==> config.mk <==
export PLATFORM = sky130hd
export DESIGN_NAME = tensor_core_burst_sequencer
export DESIGN_NICKNAME = d
export VERILOG_FILES = /design/src/rtl/tensor_core_pkg.sv /design/src/rtl/tensor_core_burst_engine.sv /design/src/rtl/tensor_core_burst_sequencer.sv
export SDC_FILE = /design/constraint.sdc
export NUM_CORES = 1
export LEC_CHECK = 0
export CAP_MARGIN = 5
export CORE_UTILIZATION = 40
export DETAILED_ROUTE_END_ITERATION = 10
export DONT_BUFFER_PORTS = 1
export HOLD_SLACK_MARGIN = 0.12
export PLACE_DENSITY = 0.61
export SYNTH_ARGS = -nofsm -noshare
export SYNTH_HDL_FRONTEND = slang
export SYNTH_SLANG_ARGS = --single-unit
==> constraint.sdc <==
create_clock -name clock_in -period 8.05 [get_ports clock_in]
set_clock_uncertainty 0.2 [all_clocks]
set_input_delay 1.2075 -clock clock_in [delete_from_list [all_inputs] [get_ports clock_in]]
set_output_delay 1.2075 -clock clock_in [all_outputs]
set_load 0.005 [all_outputs]
==> src/rtl/tensor_core_pkg.sv <==
// Shared opcode/opselect encodings, FSM state types and field positions for the
// tensor-core burst sequencer and its burst engine.
package tensor_core_pkg;

  localparam logic [1:0] OP_GENERIC             = 2'b00;
  localparam logic [1:0] OP_LOAD_IMMEDIATE      = 2'b01;
  localparam logic [1:0] OP_TENSOR_CORE_OPERATE = 2'b10;
  localparam logic [1:0] OP_BURST               = 2'b11;

  localparam logic [1:0] GENERIC_HALT  = 2'b10;
  localparam logic [1:0] GENERIC_RESET = 2'b11;

  localparam logic [1:0] BURST_READ           = 2'b00;
  localparam logic [1:0] BURST_WRITE          = 2'b01;
  localparam logic [1:0] BURST_READ_AND_WRITE = 2'b10;
  localparam logic [1:0] BURST_NOP            = 2'b11;

  localparam int OPERAND_LSB   = 4;
  localparam int LDI_HI_LSB    = 11;
  localparam int LDI_DATA_BITS = 8;
  localparam int LDI_LO_BITS   = 3;

  typedef enum logic [2:0] {
    S_IDLE, S_FETCH, S_WAIT, S_DECODE, S_LDWAIT, S_ISSUE, S_BURST
  } seq_state_t;

  typedef enum logic [1:0] {W_ADDR, W_DATA, W_HOLD} wr_phase_t;

  typedef struct packed {
    logic rd;
    logic wr;
  } burst_mode_t;

  function automatic burst_mode_t burst_mode(input logic [1:0] sel);
    burst_mode_t m;
    m.rd = (sel == BURST_READ) || (sel == BURST_READ_AND_WRITE);
    m.wr = (sel == BURST_WRITE) || (sel == BURST_READ_AND_WRITE);
    return m;
  endfunction

endpackage

==> src/rtl/tensor_core_burst_engine.sv <==
// Burst engine: streams BURST_BEATS data-RAM words to the core (write side) and
// stores BURST_BEATS core result beats to result RAM (read side), independently.
module tensor_core_burst_engine
  import tensor_core_pkg::*;
#(
  parameter int INSTR_WIDTH  = 16,
  parameter int DADDR_WIDTH  = 15,
  parameter int RESULT_WIDTH = 8,
  parameter int BURST_BEATS  = 5
) (
  input  logic                    clk,
  input  logic                    rst,
  input  logic                    start,
  input  logic [DADDR_WIDTH-1:0]  base,
  input  burst_mode_t             mode,
  input  logic [INSTR_WIDTH-1:0]  data_rd,
  input  logic                    tc_ready,
  input  logic [RESULT_WIDTH-1:0] tc_result,
  input  logic                    tc_result_valid,
  output logic [DADDR_WIDTH-1:0]  data_addr,
  output logic [INSTR_WIDTH-1:0]  word,
  output logic                    valid,
  output logic                    result_wr_en,
  output logic [DADDR_WIDTH-1:0]  result_addr,
  output logic [RESULT_WIDTH-1:0] result_data,
  output logic                    done
);

  localparam int CW = $clog2(BURST_BEATS + 1);
  localparam logic [CW-1:0] BEATS = CW'(BURST_BEATS);

  logic                   active, rd_en, wr_en;
  logic [DADDR_WIDTH-1:0] base_q;
  logic [CW-1:0]          wcnt, rcnt;
  logic [CW-1:0]          wcnt_inc;
  wr_phase_t              wphase;
  logic                   wr_fin, rd_fin;

  assign wcnt_inc = wcnt + 1'b1;
  assign wr_fin   = !wr_en || (wcnt == BEATS);
  assign rd_fin   = !rd_en || (rcnt == BEATS);

  always_ff @(posedge clk or posedge rst) begin
    if (rst) begin
      active       <= 1'b0;
      rd_en        <= 1'b0;
      wr_en        <= 1'b0;
      base_q       <= '0;
      wcnt         <= '0;
      rcnt         <= '0;
      wphase       <= W_ADDR;
      data_addr    <= '0;
      word         <= '0;
      valid        <= 1'b0;
      result_wr_en <= 1'b0;
      result_addr  <= '0;
      result_data  <= '0;
      done         <= 1'b0;
    end else begin
      done         <= 1'b0;
      result_wr_en <= 1'b0;
      if (start) begin
        active    <= 1'b1;
        rd_en     <= mode.rd;
        wr_en     <= mode.wr;
        base_q    <= base;
        wcnt      <= '0;
        rcnt      <= '0;
        wphase    <= W_ADDR;
        data_addr <= base;
      end else if (active) begin
        if (wr_fin && rd_fin) begin
          active <= 1'b0;
          done   <= 1'b1;
        end
        // Each write beat: address cycle, data cycle, then hold until accepted.
        if (!wr_fin) begin
          case (wphase)
            W_ADDR: wphase <= W_DATA;
            W_DATA: begin
              word   <= data_rd;
              valid  <= 1'b1;
              wphase <= W_HOLD;
            end
            W_HOLD: if (tc_ready) begin
              valid  <= 1'b0;
              wcnt   <= wcnt_inc;
              wphase <= W_ADDR;
              if (wcnt_inc != BEATS) data_addr <= base_q + DADDR_WIDTH'(wcnt_inc);
            end
            default: wphase <= W_ADDR;
          endcase
        end
        if (!rd_fin && tc_result_valid) begin
          result_wr_en <= 1'b1;
          result_addr  <= base_q + DADDR_WIDTH'(rcnt);
          result_data  <= tc_result;
          rcnt         <= rcnt + 1'b1;
        end
      end
    end
  end

endmodule

==> src/rtl/tensor_core_burst_sequencer.sv <==
// Instruction sequencer: fetches/decodes ROM words, resolves LOAD_IMMEDIATE
// operands, issues words to the tensor core and hands bursts to the engine.
module tensor_core_burst_sequencer
  import tensor_core_pkg::*;
#(
  parameter int INSTR_WIDTH    = 16,
  parameter int IADDR_WIDTH    = 15,
  parameter int DADDR_WIDTH    = 15,
  parameter int RESULT_WIDTH   = 8,
  parameter int BURST_BEATS    = 5,
  parameter int PROGRAM_LENGTH = 20000
) (
  input  logic                    clock_in,
  input  logic                    reset_in,
  input  logic                    start_in,
  output logic [IADDR_WIDTH-1:0]  instr_addr_out,
  input  logic [INSTR_WIDTH-1:0]  instr_data_in,
  output logic [DADDR_WIDTH-1:0]  data_addr_out,
  input  logic [INSTR_WIDTH-1:0]  data_rd_in,
  output logic                    result_wr_en_out,
  output logic [DADDR_WIDTH-1:0]  result_addr_out,
  output logic [RESULT_WIDTH-1:0] result_data_out,
  output logic [INSTR_WIDTH-1:0]  tc_instruction_out,
  output logic                    tc_valid_out,
  input  logic                    tc_ready_in,
  input  logic [RESULT_WIDTH-1:0] tc_result_in,
  input  logic                    tc_result_valid_in,
  output logic                    busy_out,
  output logic                    done_out
);

  localparam logic [IADDR_WIDTH:0] PLEN = (IADDR_WIDTH + 1)'(PROGRAM_LENGTH);

  seq_state_t             state;
  logic [IADDR_WIDTH-1:0] pc;
  logic [INSTR_WIDTH-1:0] instr, seq_word, eng_word;
  logic                   seq_valid, eng_valid, eng_done, tc_sel, done, advance;
  logic [DADDR_WIDTH-1:0] ld_addr, eng_daddr;
  logic [IADDR_WIDTH:0]   pc_next;
  logic [1:0]             opcode, opsel;
  logic                   eng_start;
  burst_mode_t            mode;

  assign opcode    = instr[1:0];
  assign opsel     = instr[3:2];
  assign pc_next   = {1'b0, pc} + 1'b1;
  assign mode      = burst_mode(opsel);
  assign eng_start = (state == S_DECODE) && (opcode == OP_BURST) && (opsel != BURST_NOP);

  always_comb begin
    advance = 1'b0;
    case (state)
      S_DECODE: advance = (opcode == OP_GENERIC && opsel == GENERIC_RESET) ||
                          (opcode == OP_BURST && opsel == BURST_NOP);
      S_ISSUE:  advance = tc_ready_in;
      S_BURST:  advance = eng_done;
      default:  advance = 1'b0;
    endcase
  end

  always_ff @(posedge clock_in or posedge reset_in) begin
    if (reset_in) begin
      state     <= S_IDLE;
      pc        <= '0;
      instr     <= '0;
      seq_word  <= '0;
      seq_valid <= 1'b0;
      ld_addr   <= '0;
      tc_sel    <= 1'b0;
      done      <= 1'b0;
    end else begin
      done <= 1'b0;
      if (advance) begin
        seq_valid <= 1'b0;
        if (pc_next == PLEN) begin
          state <= S_IDLE;
          done  <= 1'b1;
        end else begin
          pc    <= pc_next[IADDR_WIDTH-1:0];
          state <= S_FETCH;
        end
      end else begin
        case (state)
          S_IDLE: if (start_in) begin
            pc    <= '0;
            state <= S_FETCH;
          end
          S_FETCH: state <= S_WAIT;
          S_WAIT: begin
            instr <= instr_data_in;
            // Present the operand address early so the RAM word lands in LDWAIT.
            if (instr_data_in[1:0] == OP_LOAD_IMMEDIATE) begin
              ld_addr <= DADDR_WIDTH'(instr_data_in[INSTR_WIDTH-1:OPERAND_LSB]);
              tc_sel  <= 1'b0;
            end
            state <= S_DECODE;
          end
          S_DECODE: begin
            case (opcode)
              OP_GENERIC: if (opsel == GENERIC_HALT) begin
                state <= S_IDLE;
                done  <= 1'b1;
              end else begin
                seq_word  <= instr;
                seq_valid <= 1'b1;
                tc_sel    <= 1'b0;
                state     <= S_ISSUE;
              end
              OP_LOAD_IMMEDIATE: state <= S_LDWAIT;
              OP_TENSOR_CORE_OPERATE: begin
                seq_word  <= instr;
                seq_valid <= 1'b1;
                tc_sel    <= 1'b0;
                state     <= S_ISSUE;
              end
              default: begin
                if (mode.wr) tc_sel <= 1'b1;
                state <= S_BURST;
              end
            endcase
          end
          S_LDWAIT: begin
            seq_word  <= {instr[INSTR_WIDTH-1:LDI_HI_LSB], data_rd_in[LDI_DATA_BITS-1:0],
                          instr[LDI_LO_BITS-1:0]};
            seq_valid <= 1'b1;
            state     <= S_ISSUE;
          end
          default: state <= state;
        endcase
      end
    end
  end

  tensor_core_burst_engine #(
    .INSTR_WIDTH (INSTR_WIDTH),
    .DADDR_WIDTH (DADDR_WIDTH),
    .RESULT_WIDTH(RESULT_WIDTH),
    .BURST_BEATS (BURST_BEATS)
  ) u_engine (
    .clk            (clock_in),
    .rst            (reset_in),
    .start          (eng_start),
    .base           (DADDR_WIDTH'(instr[INSTR_WIDTH-1:OPERAND_LSB])),
    .mode           (mode),
    .data_rd        (data_rd_in),
    .tc_ready       (tc_ready_in),
    .tc_result      (tc_result_in),
    .tc_result_valid(tc_result_valid_in),
    .data_addr      (eng_daddr),
    .word           (eng_word),
    .valid          (eng_valid),
    .result_wr_en   (result_wr_en_out),
    .result_addr    (result_addr_out),
    .result_data    (result_data_out),
    .done           (eng_done)
  );

  // The core word and data address follow whichever side last drove them, so
  // tc_instruction_out keeps its value while tc_valid_out is low.
  assign instr_addr_out     = pc;
  assign data_addr_out      = tc_sel ? eng_daddr : ld_addr;
  assign tc_instruction_out = tc_sel ? eng_word : seq_word;
  assign tc_valid_out       = seq_valid | eng_valid;
  assign busy_out           = (state != S_IDLE);
  assign done_out           = done;

endmodule

==> out/results.ini, run 1 <==
[global_route]
overflow=0
grt_pass1_vias=4986
grt.total_usage_pct=18.79
antenna_found_initial=0
grt_pass1_wl_mm=26.59
grt_max_degree=85

[sta]
finalHoldViolCount=0
finalSetupViolCount=0
max_freq_mhz=296.2
tightest_slew_ns=1.038
fin_crit_sh_pct=41.95
min_period_ns=3.377
slew_viol_final=0
slew_headroom_pct=30.42
setup_tns_ns=0
rsz0062_at_grt=no

[cells_and_area]
area_growth_pct=10.60
instances_no_fill=904
layout.nets=735
num_antenna_cells=0
final_common_cell=dfrtp_1
final_cell_mix=dfrtp_1 (141), nand2_1 (107), mux2_2 (77)
drive_above_1_share_pct=19.44
fillers=1594

[critical_path]
rrSetupSlack_ns=4.67
worstPathArrival_ns=3.48
start_kind=register
cp_max_fo=33
cp-end-kind=register
reg2reg_depth=6
crit_type=register to register
r2r_start=state[2]
critPathRequiredTime_ns=8.15
reg2reg_to=u_engine.result_data[2]

[cts]
cts_tree=yes
clkTransAtPathRegs_ns=0.06
clk_latency_ns=0.42
cts_made_buffers=17
numClockSinks=141
hold_buffers=0
cts-resized-gates=0
htreeDepth=4
clock-root-buffer=clkbuf_16
post-cts-setup-buffers=0
cts.path.max_buffers=2

[logic_synthesis]
syn-cell-area_sq_um=7138
syn_avg_cell_area_sq_um=10.45
synth_cells=683
netlist_top_cells_area=dfrtp_1 (49%), mux2_2 (12%), nand2_1 (5.6%), ha_1 (3.9%), o21ai_0 (3.1%)
ys_ff_latch=141
ys_async_sr_fraction_pct=100.0
synth_flop_cell=dfrtp_1
ys_types=62
synth_edf_count=0
synth_area_leader_cell=dfrtp_1
yosysSeqAreaShare_pct=49.43
ys_warn_count=0
synth_top_area_share_pct=49.43

[hold_path]
min_to=u_engine.data_addr[12]
min_path_cells=2
hold_class=register to register
hold_start=u_engine.data_addr[12]

[route]
drtIter0Drc=377
drc=0
routedWlPerCell_microns=17.88
drt_wl_total_mm=16.16
vias=4834
viasPerCell=5.347
drtPass1Iterations=4
antenna_left=0

[job]
cap_viol_max_count=0

[placed_design]
dp_cells=872
finalWeightedCongestion=0.7771
io_buffer_count=0
hpwl_mm=11.55

[floorplan]
start_util_pct=41.13
boundaryPins=118
die_x_microns=135.6
fp.dieArea_sq_um=18380
core-area_sq_um=17360
die_h_microns=135.6
num_rows=48

[outcome]
outcome=finished clean

[power]
ir_drop_mv=0.1382
leakage_nw=3.637
powerDensity_nw_per_um2=196.7

==> cell usage after synthesis, types with 3 or more instances <==
library cell / instances
xor2_1: 16
and3_1: 5
a22o_1: 3
or2_2: 4
a31oi_1: 6
o211ai_1: 4
nor2_1: 44
mux2i_1: 18
a211oi_1: 4
dfrtp_1: 141
inv_1: 20
buf_4: 7
nand3b_1: 4
xnor2_1: 12
ha_1: 22
nand4_1: 7
a21o_1: 4
nor3b_1: 3
nand3_1: 13
clkbuf_1: 28
nor2b_1: 3
mux2_2: 77
nand2_1: 107
and2_1: 4
o21a_1: 4
a21oi_1: 22
o31ai_1: 4
buf_1: 3
o21ai_0: 44
nor3_1: 8
buf_2: 3
==> area by class of cell <==
cell class	count	area, sq um	area share [%]
Clock inverter	9	132.6	1.680
Timing Repair Buffer	5	37.54	0.4754
Clock buffer	23	488.0	6.181
Inverter	21	83.83	1.062
Tap cell	225	281.5	3.566
Sequential cell	141	3528	44.69
Multi-Input combinational cell	480	3343	42.35
==> cells by family (layout without fill, tap and decap cells) <==
kind of cell / after synthesis / in the layout / synth area share [%]
flip-flops: 141 / 141 / 49.43
buffers and inverters: 65 / 58 / 4.101
AO/OA/AOI/OAI: 112 / 112 / 9.957
other: 1 / 4 / 0.05254
XOR/XNOR: 28 / 28 / 3.436
adder cells (fa/ha/maj): 24 / 24 / 4.417
multiplexers: 95 / 95 / 14.67
AND/OR/NAND/NOR: 217 / 217 / 13.94
==> worst max-delay path by stage <==
stage                       from                 endpoint  slack (ns)  cells past startpoint
3_3_place_gp   instr_addr_out[0]       instr_addr_out[10]        4.77                      7
3_5_place_dp            state[0]  u_engine.result_data[2]        4.68                      6
2_1_floorplan           reset_in                 done_out        2.86                      1
5_1_grt                 state[0]  u_engine.result_data[2]        4.31                      6
6_report                state[2]  u_engine.result_data[2]        4.67                      6
4_1_cts                 state[2]  u_engine.result_data[2]        4.67                      6
==> critical path: stages, from the launching register on <==
cell,delay (ns)
dfrtp_1,0.50
nand3b_1,0.34
or3b_2,0.71
nand2_1,0.76
clkinv_1,0.50
nand2_1,0.19
nand2_1,0.06
==> stage by stage <==
step                setup WS (ns)  instance area (sq um)  utilization (%)  power [mW]  hold WS, ns
detailed placement          4.682                   7274            41.91      0.7473       0.2704
floorplan                   2.861                   7149                -      0.7432       0.2322
CTS                         4.666                   7895            45.49       1.567       0.2828
global route                4.306                   7895            45.49       1.600       0.3132
global placement            4.769                   7274            41.91      0.7465       0.2600
finish                      4.673                   7895            45.49       1.553       0.2830
==> registers in the layout (all words and copies together) (netlist names), 2 cells and up <==
name	flops
instr	16
instr_addr_out	15
ld_addr	12
seq_word	16
state	3
u_engine.base_q	12
u_engine.data_addr	13
u_engine.rcnt	3
u_engine.result_addr	13
u_engine.result_data	8
u_engine.wcnt	3
u_engine.word	16
u_engine.wphase	2
==> per-layer routing <==
metal  global-route usage [%]  part of all wire [%]  up-vias
met5                        0                     0        -
met2                    30.90                    49      117
met1                    24.19                    45     2386
met3                    5.312                   5.5        9
met4                    4.869                  0.72        0
li1                         -                     -     2322
==> power breakdown <==
group | internal, mW | total (mW) | leakage, nW | switching (mW)
registers | 0.713 | 0.715 | 1.83 | 0.00176
clock network | 0.521 | 0.819 | 0.300 | 0.299
logic | 0.00387 | 0.0184 | 1.51 | 0.0146
total | 1.24 | 1.55 | 3.64 | 0.315
(Power assumes the default switching activity.)
==> run 2: changes to the inputs <==
- PLACE_DENSITY: 0.61 -> 0.63
- clock period: 8.05 -> 2.78 ns (I/O delays scaled with it)
==> out/results.ini, run 2 (synthesis results as in run 1) <==
[route]
vias=5184
viasPerCell=5.317
antenna_left=0
drc=0
drtIter0Drc=363
routedWlPerCell_microns=17.54
drt_wl_total_mm=17.10
drtPass1Iterations=4

[cells_and_area]
num_antenna_cells=0
area_growth_pct=19.51
reg_top3=instr x16, seq_word x16, u_engine.word x16
layout.nets=807
drive_above_1_share_pct=21.73
postLayoutCoreUtil_pct=49.15
final_cell_mix=dfrtp_1 (141), nand2_1 (107), mux2_2 (77)
final_common_cell=dfrtp_1

[critical_path]
worstPathArrival_ns=2.79
cp_max_fo=9
r2r_start=instr_addr_out[3]
crit_type=register to register
critPathLaunch=instr_addr_out[3]
critPathRequiredTime_ns=2.88
start_kind=register
cp-end-kind=register

[power]
pwr-share-comb_pct=2.6
internal_power_mw=3.499
clkPwrFrac_pct=50.6
ir_drop_mv=0.4559
switching_share_pct=20.91
leakage_nw=3.947
switching_power_uw=925.3
powerDensity_nw_per_um2=518.6
seqPwrFrac_pct=46.8

[placed_design]
finalWeightedCongestion=0.8270
hpwl_mm=11.83
io_buffer_count=0

[cts]
cts_tree=yes
clock-root-buffer=clkbuf_16
cts_made_buffers=17
numClockSinks=141
clkTransAtPathRegs_ns=0.06
clk_latency_ns=0.41
htreeDepth=4
cts.path.max_buffers=2

[global_route]
grt_pass1_vias=5396
grt.total_usage_pct=19.94
grt_pass1_wl_mm=28.28
overflow=0
grt_max_degree=77
antenna_found_initial=0

[hold_path]
hold_start=tc_ready_in
hold_class=input port to register

[sta]
max_freq_mhz=372.1
finalSetupViolCount=0
tightest_slew_ns=0.5085
slew_headroom_pct=65.74
fin_crit_sh_pct=96.67
min_period_ns=2.688
rsz0062_at_grt=no
setup_tns_ns=0
finalHoldViolCount=0
slew_viol_final=0

[floorplan]
boundaryPins=118
fp.dieArea_sq_um=18380
core-area_sq_um=17360
die_x_microns=135.6
num_rows=48
die_h_microns=135.6
start_util_pct=41.13

[job]
cap_viol_max_count=0

[outcome]
outcome=finished clean

==> run 2: through the flow <==
stage               setup slack, ns  power, mW  hold slack [ns]  cell area (sq um)  instances
floorplan                   0.02972      2.153           0.2322               7153        686
global placement            0.05514      2.167           0.2550               7501        899
detailed placement          0.03059      2.170           0.2610               7501        899
CTS                         0.01339      4.493           0.1483               8506        972
global route                0.01761      4.573           0.1765               8531        975
finish                      0.09244      4.424           0.1719               8531        975
==> run 2: path summary, 6_finish.rpt <==
check | end | slack (ns) | depth (start not counted)
max | instr_addr_out[5] | 0.09 | 8
min | u_engine.wcnt[0] | 0.17 | 3
max reg2reg | instr_addr_out[5] | 0.09 | 8
min reg2reg | u_engine.rd_en | 0.28 | 2
max in group asynchronous | instr_addr_out[2] | 1.60 | 3
min in group asynchronous | u_engine.data_addr[5] | 0.41 | 3
==> run 2: timing repair <==
action                                  in CTS  in global routing
endpoints found under the setup margin       0                 14
hold buffers                                42                  0
hold endpoints to repair                   202                  0
gates resized for setup                      0                  1
buffers inserted                             0                  3
==> run 2: final cells by class <==
| cell class | count | area (sq um) |
|---|---|---|
| fillers | 1607 | 8826 |
| flip-flops and latches | 141 | 3528 |
| multi-input cells | 480 | 3346 |
| repair buffers | 77 | 708.2 |
| clock buffers | 20 | 466.7 |
| well taps | 225 | 281.5 |
| clock inverters | 11 | 117.6 |
| inverters | 21 | 82.58 |
==> run 2: critical path, stage by stage (launching register included) <==
cell       delay (ns)
dfrtp_1          0.41
buf_4            0.18
or3b_2           0.46
mux2i_1          0.17
o211ai_1         0.19
a2111oi_4        0.49
buf_4            0.19
nor4_1           0.04
a211o_2          0.26
==> run 2: layer usage <==
| layer | global-route usage, % | wire [microns] | part of all wire, % | vias to the layer above |
|---|---|---|---|---|
| met2 | 32.74 | 8406 | 49 | 115 |
| li1 | - | - | - | 2464 |
| met3 | 5.350 | 879 | 5.1 | 15 |
| met5 | 0 | 0 | 0 | - |
| met1 | 25.33 | 7596 | 44 | 2590 |
| met4 | 6.617 | 223 | 1.3 | 0 |
==> run 2: power groups by stage <==
stage / clock network, mW / logic (mW) / registers (mW)
floorplan: 0 / 0.0471 / 2.11
global placement: 0 / 0.0614 / 2.11
detailed placement: 0 / 0.0633 / 2.11
CTS: 2.31 / 0.117 / 2.07
global route: 2.37 / 0.130 / 2.07
finish: 2.24 / 0.115 / 2.07
==> run 3: changes to the inputs <==
- CAP_MARGIN: 5 -> 15
==> results of run 3 <==
The final DEF is identical to that of run 2; final timing and power are the same.
